**src/rtl/note_player_pkg.sv**
```systemverilog
// Shared definitions for the note playback path.
// Holds the default note RAM geometry (shared with the note-write stage and the
// note RAM), the rest/silence note code, the playback FSM state type, and a helper
// that sizes the hold/gap down-counter.
package note_player_pkg;

  localparam int unsigned ADDR_W_DEF = 6;   // 64-entry note RAM
  localparam int unsigned NOTE_W_DEF = 4;   // note code width
  localparam int unsigned NOTE_REST  = 0;   // note code meaning silence

  typedef enum logic [2:0] {
    ST_IDLE,
    ST_FETCH,
    ST_WAIT,
    ST_HOLD,
    ST_GAP
  } state_t;

  // Counter width able to hold max(a,b)-1; never narrower than one bit.
  function automatic int unsigned timer_width(input int unsigned a, input int unsigned b);
    int unsigned m;
    m = (a > b) ? a : b;
    return (m > 1) ? $clog2(m) : 1;
  endfunction

endpackage

```
**src/rtl/note_timer.sv**
```systemverilog
// Loadable down-counter shared by the HOLD and GAP phases of note playback.
// Ports:
//   i_clk        clock, rising edge
//   i_rst        asynchronous active-high reset (count -> 0)
//   i_load       load i_load_value (has priority over i_en)
//   i_en         decrement by one, saturating at zero
//   i_load_value value loaded on i_load
//   o_zero       high while the count is zero
module note_timer #(
  parameter int unsigned W = 1
) (
  input  logic         i_clk,
  input  logic         i_rst,
  input  logic         i_load,
  input  logic         i_en,
  input  logic [W-1:0] i_load_value,
  output logic         o_zero
);

  logic [W-1:0] r_count;

  always_ff @(posedge i_clk or posedge i_rst) begin
    if (i_rst) begin
      r_count <= '0;
    end else if (i_load) begin
      r_count <= i_load_value;
    end else if (i_en && (r_count != '0)) begin
      r_count <= r_count - 1'b1;
    end
  end

  assign o_zero = (r_count == '0);

endmodule

```
**src/rtl/note_player.sv**
```systemverilog
// Note playback stage. Reads the note RAM from address 0 up to the write pointer
// latched at start, drives each note code to the tone generator for NOTE_TICKS
// cycles followed by GAP_TICKS silent cycles. Supports single-shot and looped
// playback; stop aborts without a done pulse. All outputs are registered.
// Ports:
//   clock          system clock, rising edge
//   reset          asynchronous, active-high
//   play           level; sampled only in IDLE, starts playback
//   stop           level; aborts playback, wins over play
//   loop           1 = restart at address 0 after the last note
//   writeDirection write pointer = number of stored notes
//   readData       RAM read data, valid one cycle after readDirection
//   readDirection  RAM read address
//   note           note code to tone generator (0 when silent)
//   playing        high in every state except IDLE
//   done           one-cycle pulse when a non-looped pass completes
module note_player
  import note_player_pkg::*;
#(
  parameter int unsigned ADDR_W     = ADDR_W_DEF,
  parameter int unsigned NOTE_W     = NOTE_W_DEF,
  parameter int unsigned NOTE_TICKS = 25000000,
  parameter int unsigned GAP_TICKS  = 2500000
) (
  input  logic              clock,
  input  logic              reset,
  input  logic              play,
  input  logic              stop,
  input  logic              loop,
  input  logic [ADDR_W-1:0] writeDirection,
  input  logic [NOTE_W-1:0] readData,
  output logic [ADDR_W-1:0] readDirection,
  output logic [NOTE_W-1:0] note,
  output logic              playing,
  output logic              done
);

  localparam int unsigned      TW       = timer_width(NOTE_TICKS, GAP_TICKS);
  localparam logic [TW-1:0]    NOTE_LOAD = TW'(NOTE_TICKS - 1);
  localparam logic [TW-1:0]    GAP_LOAD  = TW'((GAP_TICKS > 0) ? GAP_TICKS - 1 : 0);
  localparam bit               HAS_GAP   = (GAP_TICKS > 0);
  localparam logic [NOTE_W-1:0] REST     = NOTE_W'(NOTE_REST);

  // Registered state and outputs
  state_t              r_state;
  logic [ADDR_W-1:0]   r_addr;
  logic [NOTE_W-1:0]   r_note;
  logic [ADDR_W:0]     r_end;     // one extra bit so 0 can mean "empty"
  logic                r_playing;
  logic                r_done;

  // Next-state values
  state_t              w_state_next;
  logic [ADDR_W-1:0]   w_addr_next;
  logic [NOTE_W-1:0]   w_note_next;
  logic [ADDR_W:0]     w_end_next;
  logic                w_done_next;

  // Result of finishing one note (end of GAP, or end of HOLD with no gap)
  state_t              w_adv_state;
  logic [ADDR_W-1:0]   w_adv_addr;
  logic [ADDR_W:0]     w_adv_end;
  logic                w_adv_done;

  logic                w_last;
  logic                w_tmr_load;
  logic                w_tmr_en;
  logic [TW-1:0]       w_tmr_value;
  logic                w_tmr_zero;

  note_timer #(
    .W (TW)
  ) u_timer (
    .i_clk        (clock),
    .i_rst        (reset),
    .i_load       (w_tmr_load),
    .i_en         (w_tmr_en),
    .i_load_value (w_tmr_value),
    .o_zero       (w_tmr_zero)
  );

  assign w_last = ({1'b0, r_addr} == (r_end - 1'b1));

  // The note-finished action is needed both at GAP exit and, when there is no
  // gap, directly at HOLD exit; it is computed once here and selected below.
  always_comb begin
    w_adv_state = ST_FETCH;
    w_adv_addr  = r_addr + 1'b1;
    w_adv_end   = r_end;
    w_adv_done  = 1'b0;
    if (w_last) begin
      w_adv_addr = '0;
      if (!loop) begin
        w_adv_state = ST_IDLE;
        w_adv_done  = 1'b1;
      end else begin
        // Looping re-reads the write pointer at every wrap.
        w_adv_end = {1'b0, writeDirection};
        if (writeDirection == '0) begin
          w_adv_state = ST_IDLE;
          w_adv_done  = 1'b1;
        end
      end
    end
  end

  always_comb begin
    w_state_next = r_state;
    w_addr_next  = r_addr;
    w_note_next  = r_note;
    w_end_next   = r_end;
    w_done_next  = 1'b0;
    w_tmr_load   = 1'b0;
    w_tmr_en     = 1'b0;
    w_tmr_value  = '0;

    if ((r_state != ST_IDLE) && stop) begin
      w_state_next = ST_IDLE;
      w_addr_next  = '0;
      w_note_next  = REST;
    end else begin
      case (r_state)
        ST_IDLE: begin
          w_note_next = REST;
          if (play && !stop) begin
            w_end_next = {1'b0, writeDirection};
            if (writeDirection == '0) begin
              w_done_next = 1'b1;
            end else begin
              w_state_next = ST_FETCH;
              w_addr_next  = '0;
            end
          end
        end

        ST_FETCH: begin
          w_state_next = ST_WAIT;
        end

        ST_WAIT: begin
          w_state_next = ST_HOLD;
          w_note_next  = readData;
          w_tmr_load   = 1'b1;
          w_tmr_value  = NOTE_LOAD;
        end

        ST_HOLD: begin
          if (w_tmr_zero) begin
            w_note_next = REST;
            if (HAS_GAP) begin
              w_state_next = ST_GAP;
              w_tmr_load   = 1'b1;
              w_tmr_value  = GAP_LOAD;
            end else begin
              w_state_next = w_adv_state;
              w_addr_next  = w_adv_addr;
              w_end_next   = w_adv_end;
              w_done_next  = w_adv_done;
            end
          end else begin
            w_tmr_en = 1'b1;
          end
        end

        ST_GAP: begin
          if (w_tmr_zero) begin
            w_state_next = w_adv_state;
            w_addr_next  = w_adv_addr;
            w_end_next   = w_adv_end;
            w_done_next  = w_adv_done;
          end else begin
            w_tmr_en = 1'b1;
          end
        end

        default: begin
          w_state_next = ST_IDLE;
          w_addr_next  = '0;
          w_note_next  = REST;
        end
      endcase
    end
  end

  always_ff @(posedge clock or posedge reset) begin
    if (reset) begin
      r_state   <= ST_IDLE;
      r_addr    <= '0;
      r_note    <= REST;
      r_end     <= '0;
      r_playing <= 1'b0;
      r_done    <= 1'b0;
    end else begin
      r_state   <= w_state_next;
      r_addr    <= w_addr_next;
      r_note    <= w_note_next;
      r_end     <= w_end_next;
      r_playing <= (w_state_next != ST_IDLE);
      r_done    <= w_done_next;
    end
  end

  assign readDirection = r_addr;
  assign note          = r_note;
  assign playing       = r_playing;
  assign done          = r_done;

endmodule

```
**config.mk**
```make
export PLATFORM = sky130hd
export DESIGN_NAME = note_player
export DESIGN_NICKNAME = d
export VERILOG_FILES = /design/src/rtl/note_player_pkg.sv /design/src/rtl/note_timer.sv /design/src/rtl/note_player.sv
export SDC_FILE = /design/constraint.sdc
export NUM_CORES = 1
export LEC_CHECK = 0
export ABC_AREA = 1
export CAP_MARGIN = 10
export CORE_MARGIN = 2
export CORE_UTILIZATION = 40
export CTS_CLUSTER_DIAMETER = 60
export CTS_CLUSTER_SIZE = 20
export DETAILED_ROUTE_END_ITERATION = 10
export DONT_BUFFER_PORTS = 1
export PLACE_DENSITY = 0.62
export RECOVER_POWER = 50
export SKIP_CTS_REPAIR_TIMING = 1
export SLEW_MARGIN = 10
export SYNTH_ARGS = -nofsm -noshare
export SYNTH_HDL_FRONTEND = slang
export SYNTH_SLANG_ARGS = --single-unit
```
**constraint.sdc**
```tcl
create_clock -name clock -period 2.6 [get_ports clock]
set_input_delay 0.26 -clock clock [delete_from_list [all_inputs] [get_ports clock]]
set_output_delay 0.26 -clock clock [all_outputs]
set_load 0.01 [all_outputs]
```
==> impl_results.md <==
* FF+latch count, synth at 46
* Sequential share of the synthesized area at 38.7%
* CP cell instances: inv_1, ha_1, nand2_1, inv_1, nor2_1, nand2_1, nor2_1, nand3_1, nor2_1, nand2_1, nand2_2, nand3_1, nand2_1, nand2_1
* Final Skew at 0.0135 ns
* Worst skew pair latency at 0.31 ns
* I/O pins at 27
* Pwr dens at 844 nW/um^2
* WP depth at 14
* Die H at 90.3 um
* Detailed Place HPWL at 5250 um
* Final wirelength at 6870 um
* Violated checks: capacitance limit, slew limit
* Worst-Margin Slew at 1.73 ns
* Final setup viols at 0
* Post-synth EDFFs at 0
* DRC at 0
* Synth cell count leaders: nand2_1 (118), nor2_1 (57), dfrtp_1 (46)
* RSZ-0062 raised after global routing: false
* Mapped cell area at 2980 um^2
* Hold WC Path Type: input pin to flop
* H-tree depth at 2
* Post-route clock period utilization at 87.4%
* Routed vias at 2701
* Max Freq at 440 MHz
* Reg-to-reg startpoint: r_end[0]$_DFFE_PP0P_
* Worst R2R Setup Slack at 0.33 ns
* Post-synth top area share at 38.7%
* Crit path capture: r_end[5]$_DFFE_PP0P_
* Share of layout cells above drive strength 1 at 7.76%
* WP data required at 2.79 ns
* R2R depth at 14
* Slowest-stage cell, CP: dfrtp_1
* Grt ovf at 0
* Hold Violations, Final at 0
* Wirelength per Cell at 13.1 um
* Crit path launch type: flop
* Max-cap violation count at 1
* Crit-path leading delay family: simple AND/OR/NAND/NOR gates
* Top_reg_cell synth: dfrtp_1
* Status: finished with violations
* Area Overhead vs Synth at 6.26%
* Fillers at 761
* GRT Total Usage at 18.1%
* Via density at 5.15
* Chip Width at 90.3 um
* Antenna cells at 0
* Reg clk slew, reported paths at 0.09 ns
* Clk buf depth at 2
* Cells after DPL at 516
* Root Driver: clkbuf_8
* CP arrival at 2.46 ns
* R2R Path End: r_end[5]$_DFFE_PP0P_
* Max incr delay on CP at 0.38 ns
* Yosys top cell by area: dfrtp_1
* Buf/Inv on CP at 2
* Max-slew violations at 47
* Minimum clock period at 2.27 ns
* Core Region at 7210 um^2
* Worst vdd ir at 0.000315 V
* CTS tree: built
* FP Rows at 31
* Global-route wire length before repair at 12100 um
* Final Non-Filler Cells at 524
* Iter 0 DRT Violations at 156
* Netlist cell types at 34
* Pre-antenna DRT Iters at 5
* Hold path depth at 2
* Largest net degree at the start of global routing at 47
* Crit path kind: flop to flop
* Vias in the first global route at 2549
* Post-route ant nets at 0
* Critical Path End Type: flop
* Main area contributors after synthesis: dfrtp_1 (39%), nand2_1 (15%), nor2_1 (7.2%)
* Slew HR at -15.6%
* Crit. Startpoint: r_end[0]$_DFFE_PP0P_
* CTS Buf Count at 5
* Initial Util at 41.3%
* Crit path max fanout at 7
* Sink Count at 46
* LEAKAGE at 1.51 nW
* Setup TNS Final at 0 ns
* Net Count, Synth at 439
* Most frequent CP cell: nand2_1
* Die Area at 8150 um^2
* Gpl congestion at 0.883
* Fin nets at 442
* Number of port buffers at 0
* Gate Count Post-Synth at 421
* Synth async-reset ratio at 100%
* Most numerous cell in the Yosys netlist: nand2_1
* Syn Area/Cell at 7.07 um^2
* Yosys warning count at 0
* Initial antenna violation count at 0
-- stage by stage --
step	power (W)	hold slack (ns)	instance area [um^2]	setup WS, ns	util (%)
floorplan	0.00199	0.377	2980	0.712	-
finish	0.00267	0.0820	3160	0.328	43.9
detailed placement	0.00224	0.390	3080	0.375	42.7
CTS	0.00269	0.0707	3160	0.344	43.9
global route	0.00293	0.0732	3160	0.0401	43.9
global placement	0.00222	0.382	3080	0.358	42.7
-- how the worst min path moves through the flow --
stage | to | start
finish | note[0]$_DFFE_PP0P_ | readData[0]
global route | note[2]$_DFFE_PP0P_ | readData[2]
CTS | note[3]$_DFFE_PP0P_ | readData[3]
detailed placement | note[3]$_DFFE_PP0P_ | readData[3]
global placement | note[0]$_DFFE_PP0P_ | readData[0]
floorplan | note[0]$_DFFE_PP0P_ | readData[0]
-- final cells by class --
| type | instances | area, um^2 | area share (%) |
|---|---|---|---|
| clock inverters | 2 | 13.8 | 0.435 |
| well taps | 99 | 124 | 3.91 |
| repair buffers | 1 | 7.51 | 0.237 |
| clock buffers | 6 | 72.6 | 2.29 |
| multi-input cells | 321 | 1610 | 50.9 |
| inverters | 49 | 186 | 5.89 |
| flip-flops and latches | 46 | 1150 | 36.4 |
-- routing by layer --
layer	global-route usage, %	routed length [um]	vias to the layer above
li1	-	-	1348
met1	24.3	3210	1275
met2	30.7	3270	70
met3	3.09	317	8
met4	3.85	72	0
met5	0	0	-
-- report_power, final --
part / leakage [nW] / switching (W) / internal (W)
registers: 0.577 / 0.000202 / 0.000907
clock network: 0.0452 / 0.000247 / 0.000190
logic: 0.891 / 0.000732 / 0.000393
-- worst register-to-register path, delay by kind of cell, from the launching register on --
family                   cells  cell delay [ns]
flip-flops                   1             0.38
buffers and inverters        2             0.13
adder cells (fa/ha/maj)      1             0.31
AND/OR/NAND/NOR             11             1.34
-- sequential cells by signal, indices dropped and copies added (netlist names) --
register,flops
r_state,3
playing,1
note,4
u_timer.r_count,25
r_end,6
done,1
readDirection,6
-- cells in the final DEF (no fill, tap or decap), types with 2 or more instances in the layout --
cell type	Yosys	layout
a21oi_1	14	14
nor2_4	4	4
o21ai_0	20	20
nand2_1	118	118
nor3_1	4	4
nor2_1	57	57
a31oi_1	2	2
dfrtp_1	46	46
o21ai_1	4	4
nand3b_1	4	4
xor2_1	13	13
inv_2	3	3
or2_2	2	2
ha_1	3	3
nand2_2	3	3
nand3_1	42	42
nand4_1	10	10
inv_1	45	45
clkbuf_8	0	5
xnor2_1	6	6
nor2_2	6	6
-- kinds of logic after synthesis --
group                      Yosys count  share of synthesized area, %
and+or+nand+nor                    255                          39.0
buffers and inverters               54                          7.31
DFF                                 46                          38.7
AOI/OAI and AO/OA                   44                          8.15
xor gates and xnor gates            19                          5.59
adders and majority gates            3                          1.26
(Power assumes the default switching activity.)
